[config.mk]
export PLATFORM = sky130hd
export DESIGN_NAME = fetch_sequencer
export DESIGN_NICKNAME = d
export VERILOG_FILES = /design/src/rtl/fetch_sequencer.sv
export SDC_FILE = /design/constraint.sdc
export NUM_CORES = 1
export LEC_CHECK = 0
export ABC_AREA = 1
export BUFFER_PORTS_ARGS = -buffer_cell sky130_fd_sc_hd__buf_2
export CAP_MARGIN = 10
export CORE_ASPECT_RATIO = 0.5
export CORE_MARGIN = 2
export CORE_UTILIZATION = 30
export CTS_CLUSTER_DIAMETER = 40
export DETAILED_ROUTE_END_ITERATION = 16
export PLACE_DENSITY = 0.64
export SLEW_MARGIN = 20
export SYNTH_ARGS = -nofsm -noshare
export SYNTH_HDL_FRONTEND = slang
export SYNTH_SLANG_ARGS = --single-unit
[constraint.sdc]
create_clock -name clk -period 6.8 [get_ports clk]
set_input_delay 1.36 -clock clk [delete_from_list [all_inputs] [get_ports clk]]
set_output_delay 1.36 -clock clk [all_outputs]
set_load 0.05 [all_outputs]
[src/rtl/fetch_sequencer.sv]
`default_nettype none
// ============================================================================
//  Module   : fetch_sequencer
//  Purpose  : Instruction-fetch controller. Owns the PC, drives the ROM
//             address and fills the IF/ID register under stall, flush,
//             redirect, debug halt/resume and fetch-fault sequencing.
//  Revision : 1.0  initial release
// ============================================================================
module fetch_sequencer #(
  parameter int unsigned               DATA_WIDTH   = 32,
  parameter int unsigned               MEMORY_DEPTH = 32,
  parameter logic [DATA_WIDTH-1:0]     RESET_VECTOR = 32'h00400000
) (
  input  logic                  clk,
  input  logic                  reset,
  input  logic [DATA_WIDTH-1:0] Instruction,
  input  logic                  stall,
  input  logic                  flush,
  input  logic                  redirect,
  input  logic [DATA_WIDTH-1:0] redirect_target,
  input  logic                  halt_req,
  input  logic                  resume,
  output logic [DATA_WIDTH-1:0] PC,
  output logic [DATA_WIDTH-1:0] ifid_instruction,
  output logic [DATA_WIDTH-1:0] ifid_pc4,
  output logic                  ifid_valid,
  output logic                  halted,
  output logic                  fault
);

  typedef enum logic [1:0] {
    ST_RUN    = 2'd0,
    ST_HALTED = 2'd1,
    ST_FAULT  = 2'd2
  } state_t;

  localparam logic [DATA_WIDTH-1:0] WINDOW_BYTES = DATA_WIDTH'(4 * MEMORY_DEPTH);

  state_t                state_q, state_d;
  logic [DATA_WIDTH-1:0] pc_q, pc_d;
  logic [DATA_WIDTH-1:0] ifid_instr_q, ifid_instr_d;
  logic [DATA_WIDTH-1:0] ifid_pc4_q, ifid_pc4_d;
  logic                  ifid_valid_q, ifid_valid_d;
  logic                  halted_q, halted_d;
  logic                  fault_q, fault_d;

  logic [DATA_WIDTH-1:0] w_pc_plus4;
  logic [DATA_WIDTH-1:0] w_candidate;
  logic [DATA_WIDTH-1:0] w_offset;
  logic                  w_legal;

  assign w_pc_plus4  = pc_q + DATA_WIDTH'(4);
  assign w_candidate = redirect ? redirect_target : w_pc_plus4;
  // Window test as an unsigned offset from the base: one compare covers both bounds.
  assign w_offset    = w_candidate - RESET_VECTOR;
  assign w_legal     = (w_candidate[1:0] == 2'b00) && (w_offset < WINDOW_BYTES);

  always_comb begin
    state_d      = state_q;
    pc_d         = pc_q;
    ifid_instr_d = ifid_instr_q;
    ifid_pc4_d   = ifid_pc4_q;
    ifid_valid_d = ifid_valid_q;

    case (state_q)
      ST_RUN: begin
        if (redirect || flush) begin
          ifid_valid_d = 1'b0;
        end else if (!stall) begin
          ifid_instr_d = Instruction;
          ifid_pc4_d   = w_pc_plus4;
          ifid_valid_d = 1'b1;
        end

        if (redirect || !stall) begin
          if (w_legal) begin
            pc_d = w_candidate;
          end else begin
            state_d = ST_FAULT;
          end
        end

        if ((state_d != ST_FAULT) && halt_req) begin
          state_d = ST_HALTED;
        end
      end

      ST_HALTED: begin
        ifid_valid_d = 1'b0;
        if (resume) begin
          state_d = ST_RUN;
        end
      end

      default: begin
        ifid_valid_d = 1'b0;
      end
    endcase

    halted_d = (state_d != ST_RUN);
    fault_d  = (state_d == ST_FAULT);
  end

  always_ff @(posedge clk or negedge reset) begin
    if (!reset) begin
      state_q      <= ST_RUN;
      pc_q         <= RESET_VECTOR;
      ifid_instr_q <= '0;
      ifid_pc4_q   <= '0;
      ifid_valid_q <= 1'b0;
      halted_q     <= 1'b0;
      fault_q      <= 1'b0;
    end else begin
      state_q      <= state_d;
      pc_q         <= pc_d;
      ifid_instr_q <= ifid_instr_d;
      ifid_pc4_q   <= ifid_pc4_d;
      ifid_valid_q <= ifid_valid_d;
      halted_q     <= halted_d;
      fault_q      <= fault_d;
    end
  end

  assign PC               = pc_q;
  assign ifid_instruction = ifid_instr_q;
  assign ifid_pc4         = ifid_pc4_q;
  assign ifid_valid       = ifid_valid_q;
  assign halted           = halted_q;
  assign fault            = fault_q;

endmodule
`default_nettype wire

# == Word level (Yosys, flattened, before mapping) ==
# Cells that the tools add are included.
# totals
wordCells,36
in_bits,71
reg_bits,101
out_inout_bits,99
# op_classes
reduce_logical,10
addsub,2
bitwise_logic,2
n_eq_ne,4
muxes,10
order_cmp,1
# op_table
operator,count
$add 32x3->32 const B,1
$lt 32x8->1 const B,1
$mux 32,1
$sub 32x23->32 const B,1
$mux 2,5
$reduce_and 3->1,2
$logic_not 2->1,2
$pmux 2 s2,1
$mux 1,3
$ne 3x3->1 const B,1
$eq 2x1->1 const B,1
$eq 2x2->1 const B,1
$logic_and 1x1->1,2
$logic_or 1x1->1,2
$ne 2x2->1 const B,1
$not 1->1,2
$reduce_bool 2->1,1
$logic_not 1->1,1

# == Longest topological paths before layout ==
# Gate-level depths: netlist of run 1.
# logic_depth
ltp_word,13
mapped_depth,18
depth_no_buf,18

# == Worst setup path after synthesis of run 1 ==
# No wires, ideal clock.
# synth_path
path_type,input to register
startpoint,input redirect
endpoint,"register pc_q[2], in the netlist PC[2]"
n_path_buf,3
setup_slack_ns,4.020
required_time_ns,6.672
arrival_time_ns,2.652
stages,11
setup_ns,0.128
path_cell_list,inv_2 clkbuf_1 buf_2 nand3_1 o21ai_1 nand3_1 nor2_2 nand4_4 clkinv_2 buf_6 o21ai_0
# synth_between
elab_chain_cells,5
elab_cells_between_ends,7
cone_classes,add/sub: 1; order compare: 1; mux: 1; reduce/logical: 4
# synth_rtl
item,line_no,rtl
from (decl),19,"input logic redirect,"
$mux 32,53,assign w_candidate = redirect ? redirect_target : w_pc_plus4;
$sub 32x23->32,55,assign w_offset = w_candidate - RESET_VECTOR;
$lt 32x8->1,56,assign w_legal = (w_candidate[1:0] == 2'b00) && (w_offset < WINDOW_BYTES);
$logic_and 1x1->1,56,
$reduce_and 3->1 (no source line),--,
to (signal assigned),115,pc_q <= pc_d;
to (decl),40,"logic [DATA_WIDTH-1:0] pc_q, pc_d;"
# Parallel ways exist; a longest one is shown, timed or not.
# A chain may end at the register's enable or synchronous reset.

# == Final worst setup path of run 1 ==
# Same ends and word-level chain as after synthesis.

==> qor.yml, run 1 <==
sta:
  hold-worst-slack_ns: 0.4689
  timing.final.max_slew_violations: 0
  fin_setup_tns_ns: 0
  tightest_slew_ns: 0.7669
  timing.fmax_mhz: 284.4
  clock_skew_ns: 0.01314
  slew_headroom_pct: 48.80
  final-hold-violation-count: 0
  fin_crit_sh_pct: 51.71
  post-route-min-period_ns: 3.516
  setup_violations: 0
  rsz0062_at_grt: "no"
yosys:
  syn_nets: 745
  synth-xor-area-share_pct: 0.5105
  synth_flop_cell: "dfrtp_1"
  synthAdderAreaFrac_pct: 0.2431
  synth_edf_count: 0
  yosysUniqueCellTypes: 31
  synth_compound_area_share_pct: 6.320
  synth_top_family_by_area: "simple AND/OR/NAND/NOR gates"
  synthSimpleGateAreaFrac_pct: 37.72
  syn_area_per_cell_um2: 7.648
  synth_cells: 673
  async_flop_share_pct: 100.0
  synth-seq-cells: 101
  ys_seq_area_share_pct: 49.12
  muxShareOfSynthArea_pct: 0
  syn_area_um2: 5147
  synth-warning-count: 0
cts:
  cts_max_level: 3
  cts_tree: "done"
  cts_resized: 0
  cts_hold_buffers: 0
  clockBufferDepth: 2
  cts_setup_buffers: 0
  clock-root-buffer: "clkbuf_16"
  cts_buffers: 9
  clk_latency_ns: 0.35
  path_clk_slew_ns: 0.07
  clock-sinks: 101
floorplanning:
  die_h_um: 96.63
  ios: 170
  start_util_pct: 31.01
  die_width_um: 189.2
  std_cell_rows: 33
  core_um2: 16600
  dieArea_um2: 18290
pwr:
  irDropWorstVdd_mv: 0.09993
  leakagePower_nw: 3.824
  p_switching_w: 0.0002620
  swShare_pct: 21.73
  comb_power_share_pct: 4.4
  p_per_area_nw_per_um2: 185.7
  power_frac_clock_pct: 45.7
  p_int_w: 0.0009437
  power.total_w: 0.001206
  seqPwrFrac_pct: 49.9
routing:
  ant_nets: 0
  num_vias: 4907
  drt_iter0_drc: 320
  wl_per_cell_um: 14.34
  drc: 0
  drtPass1Iterations: 5
  drt-total-wl_mm: 15.23
  viasPerCell: 4.621
critical_path:
  endpoint_kind: "flip-flop"
  crit_fanout: 52
  critical_path_required_ns: 7.01
  r2r_cells: 14
  start_kind: "primary input"
  crit_type: "in2reg"
  arrival_ns: 3.72
place:
  dp_hpwl_mm: 11.36
  portBuffers: 169
  place.gp.congestion: 0.8914
finish:
  multi_input_area_um2: 2313
  nFillCells: 1759
  fin_nets: 902
  layout_common_cells: "252 x nand2_1, 168 x buf_2, 100 x dfrtp_1"
  antennaDiodeCount: 0
  register_area_um2: 2529
  area_growth_syn_to_layout_pct: 26.15
  final_common_cell: "nand2_1"
  drive_gt1_share_pct: 28.50
global_route:
  grt_usage_pct: 16.95
  grt_pass1_vias: 4795
  grt_pass1_wl_mm: 24.72
  grt_overflow: 0
  grt_max_degree: 70
  antenna_found_initial: 0
min_path:
  hold_depth: 2
  hp-class: "reg2reg"
run_status:
  outcome: "complete, no violations"
job:
  maxCapViolations: 0
final cells by class:
cell class,instances,share of cell area (%)
inverter,50,2.909
timing repair buffer,171,13.29
clock buffer,9,3.468
tap,227,4.374
multi-input combinational,497,35.63
sequential,101,38.94
clock inverter,7,1.387
per-stage QoR:
step	setup slack [ns]	instance area (um^2)	utilization, %	std cells
6_report	3.284	6494	39.12	1062
5_1_grt	2.989	6494	39.12	1062
4_1_cts	3.255	6494	39.12	1062
3_5_place_dp	2.898	6178	37.22	1046
3_3_place_gp	3.056	6178	37.22	1046
2_1_floorplan	4.020	5147	-	673
state kept, by name (all words and copies together), names as in the netlist:
name / cells
ifid_pc4: 32
ifid_instruction: 32
state_q: 2
halted: 1
ifid_valid: 1
PC: 32
fault: 1
cells in the mapped netlist (2+ instances only):
master    instances  area (um^2)
or2_2            16        100.1
inv_2             3        11.26
buf_2             3        15.01
nor2_1           66        247.7
inv_1            46        172.7
o21a_1           22        165.2
nor2_4            6        67.56
buf_4             5        37.54
nor3_1            4        20.02
o21ai_2           4        35.03
nand3_1          71        355.3
nor2_2            9        56.30
nand4_1          10        62.56
dfrtp_1         100         2502
o21ai_0          12        60.06
xor2_1            2        17.52
o21ai_1           6        30.03
a21boi_0          3        22.52
clkbuf_1         16        60.06
nand2_1         252        945.9
nand2_2           7        43.79
path summary, 6_finish.rpt:
path                            slack, ns                          endpoint                              from
worst max-delay path                 3.28                 PC[2]$_DFFE_PN0P_                          redirect
worst min-delay path                 0.47  ifid_instruction[26]$_DFFE_PN0P_  ifid_instruction[26]$_DFFE_PN0P_
worst max register to register       3.71                 PC[2]$_DFFE_PN0P_                 PC[2]$_DFFE_PN0P_
worst min register to register       0.47  ifid_instruction[26]$_DFFE_PN0P_  ifid_instruction[26]$_DFFE_PN0P_
max in group asynchronous            4.61  ifid_instruction[19]$_DFFE_PN0P_                             reset
min in group asynchronous            1.03          ifid_pc4[13]$_DFFE_PN0P_                             reset
power by group through the flow:
stage               combinational (W)  clock (W)  sequential [W]
floorplan                   0.0000167          0        0.000614
global placement            0.0000536          0        0.000613
detailed placement          0.0000548          0        0.000613
CTS                         0.0000550   0.000568        0.000601
global route                0.0000611   0.000590        0.000601
finish                      0.0000535   0.000551        0.000601
cells by family (layout without fill, tap and decap cells):
family | after synthesis | after routing
buffers and inverters | 75 | 237
AOI/OAI and AO/OA | 49 | 49
xor gates and xnor gates | 3 | 3
DFF | 101 | 101
and+or+nand+nor | 444 | 444
adders and majority gates | 1 | 1
routing by layer:
layer	wire (um)	track usage, %	vias to the layer above
li1	-	-	2434
met1	6801	21.85	2312
met2	7312	28.88	134
met3	823	3.628	27
met4	290	4.532	0
met5	0	0	-
critical path: stages:
cell      delay, ns
buf_2          0.19
inv_2          0.59
nand2_1        0.10
o21ai_1        0.11
o211ai_1       0.10
nor2_1         0.14
nand2_1        0.06
nor2_1         0.08
nand3_1        0.11
nor2_2         0.17
nand4_4        0.15
clkinv_2       0.39
o21ai_0        0.14
No activity file was read; power rests on OpenSTA's default activity.
==> run 2: changes to the inputs <==
PLACE_DENSITY = 0.66   (was 0.64)
clock period = 3.03 ns   (was 6.8 ns; I/O delays follow)
==> run 2 against run 1 <==
Setup slack got worse by 2.9 ns; final cell count rose by 0.75%; utilization rose by 0.42 points; clock skew fell by 0.0029 ns; clock power rose by 120%; sequential cell count did not move; combinational power rose by 140%; via count rose by 1.0%; final area rose by 1.1%; non-clock buffer count rose by 7; critical path type is now reg2reg; highest routed layer unchanged.
==> qor.yml, run 2 (synthesis gave the netlist of run 1 again) <==
run_status:
  outcome: "complete, no violations"  # unchanged
floorplanning:
  start_util_pct: 31.01  # unchanged
  std_cell_rows: 33  # unchanged
  die_h_um: 96.63  # unchanged
  core_um2: 16600  # unchanged
  ios: 170  # unchanged
  dieArea_um2: 18290  # unchanged
  die_width_um: 189.2  # unchanged
sta:
  slew_headroom_pct: 49.41  # was 48.80%
  tightest_slew_ns: 0.7578  # was 0.7669 ns
  setup_violations: 0  # unchanged
  timing.fmax_mhz: 377.6
  final-hold-violation-count: 0  # unchanged
  clock_skew_ns: 0.01021  # was 0.01314 ns
  fin_setup_tns_ns: 0  # unchanged
  fin_crit_sh_pct: 87.41
  post-route-min-period_ns: 2.649
  timing.final.max_slew_violations: 0  # unchanged
  rsz0062_at_grt: "no"  # unchanged
routing:
  ant_nets: 0  # unchanged
  wl_per_cell_um: 14.95  # was 14.34 um
  drc: 0  # unchanged
  num_vias: 4958  # was 4907
  drt_iter0_drc: 373  # was 320
  drtPass1Iterations: 7  # was 5
  viasPerCell: 4.634  # was 4.621
  drt-total-wl_mm: 15.99  # was 15.23 mm
global_route:
  grt_pass1_wl_mm: 25.97  # was 24.72 mm
  grt_pass1_vias: 4853  # was 4795
  antenna_found_initial: 1  # was 0
  grt_max_degree: 49  # was 70
  grt_usage_pct: 17.85  # was 16.95%
  grt_overflow: 0  # unchanged
place:
  dp_hpwl_mm: 12.24  # was 11.36 mm
  place.gp.congestion: 0.8862  # was 0.8914
  placed_cell_area_um2: 6243  # was 6178 um^2
  portBuffers: 169  # unchanged
critical_path:
  endpoint_kind: "flip-flop"  # unchanged
  crit_type: "reg2reg"  # was in2reg
  crit_fanout: 31  # was 52
  start_kind: "flip-flop"  # was primary input
  critical_path_required_ns: 3.31  # was 7.01 ns
  arrival_ns: 2.92  # was 3.72 ns
finish:
  area_growth_syn_to_layout_pct: 27.52  # was 26.15%
  layout_common_cells: "252 x nand2_1, 168 x buf_2, 100 x dfrtp_1"  # unchanged
  fin_nets: 909  # was 902
  final_area_um2: 6564  # was 6494 um^2
  final_common_cell: "nand2_1"  # unchanged
  drive_gt1_share_pct: 29.10  # was 28.50%
cts:
  clock-sinks: 101  # unchanged
  cts_setup_buffers: 0  # unchanged
  clock-root-buffer: "clkbuf_16"  # unchanged
  clockBufferDepth: 2  # unchanged
  cts_tree: "done"  # unchanged
  clk_latency_ns: 0.35  # about the same
  cts_buffers: 9  # unchanged
  path_clk_slew_ns: 0.08  # was 0.07 ns
  cts_max_level: 3  # unchanged
min_path:
  hp-class: "in2async"  # was reg2reg
job:
  maxCapViolations: 0  # unchanged
pwr:
  irDropWorstVdd_mv: 0.2854  # was 0.09993 mV
  leakagePower_nw: 3.859  # was 3.824 nW
  p_per_area_nw_per_um2: 409.8  # was 185.7 nW/um^2
## run 2: final cells by class
class,count,area (um^2)
Tap cell,227,284.0
Clock buffer,11,242.7
Inverter,50,195.2
Multi-Input combinational cell,497,2316
Timing Repair Buffer,178,928.4
Sequential cell,101,2529
Clock inverter,5,66.31
Fill cell,1747,10030
Antenna cell,1,2.502
## run 2: what timing repair did
action / CTS / global route
hold buffers: 0 / 0
endpoints found under the setup margin: 0 / 29
hold endpoints to repair: 0 / 0
resized for setup: 0 / 4
## run 2: critical path, stage by stage (launching register included)
cell and delay [ns]:
dfrtp_1 0.49, ha_2 0.31, nand2_2 0.09, nor2_4 0.20
nand3_1 0.15, nand2_1 0.14, nand3_1 0.09, nand2_1 0.06
nand2_1 0.05, nor2_1 0.12, nand3_1 0.12, nor2_2 0.17
nand4_4 0.19, inv_8 0.24, nand2_1 0.10, o21ai_2 0.06
## run 2: worst paths after layout
check | start | to | slack, ns | depth (start not counted)
hold reg to reg | ifid_instruction[9]$_DFFE_PN0P_ | ifid_instruction[9]$_DFFE_PN0P_ | 0.47 | 2
setup / recovery | PC[2]$_DFFE_PN0P_ | PC[5]$_DFFE_PN0P_ | 0.38 | 15
setup reg to reg | PC[2]$_DFFE_PN0P_ | PC[5]$_DFFE_PN0P_ | 0.38 | 15
hold / removal | reset | ifid_instruction[16]$_DFFE_PN0P_ | 0.27 | 1
min in group clk | Instruction[6] | ifid_instruction[6]$_DFFE_PN0P_ | 0.45 | 3
max in group asynchronous | reset | PC[11]$_DFFE_PN0P_ | 2.08 | 2
## run 2: power breakdown
part	internal [W]	switching [W]	leakage, nW
logic	0.0000556	0.0000720	2.46
clock network	0.000676	0.000538	0.149
registers	0.00135	0.000000547	1.25
total	0.00208	0.000610	3.86
## run 2: per-stage QoR
step / hold slack (ns) / power, W / setup WS [ns] / cells / util (%)
detailed placement: 0.4530 / 0.001505 / 0.1843 / 1053 / 37.61
finish: 0.2730 / 0.002690 / 0.3813 / 1070 / 39.54
CTS: 0.2911 / 0.002723 / 0.1520 / 1069 / 39.48
floorplan: 0.3104 / 0.001415 / 0.5026 / 673 / -
global route: 0.3151 / 0.002793 / 0.06334 / 1069 / 39.53
global placement: 0.4486 / 0.001505 / 0.2923 / 1053 / 37.61
## run 2: routing by layer
layer | vias up | part of all wire (%) | GRT usage, %
met5 | - | 0 | 0
met4 | 0 | 2.4 | 5.844
met3 | 31 | 6.0 | 4.572
met2 | 123 | 47 | 28.60
met1 | 2346 | 45 | 23.63
li1 | 2458 | - | -
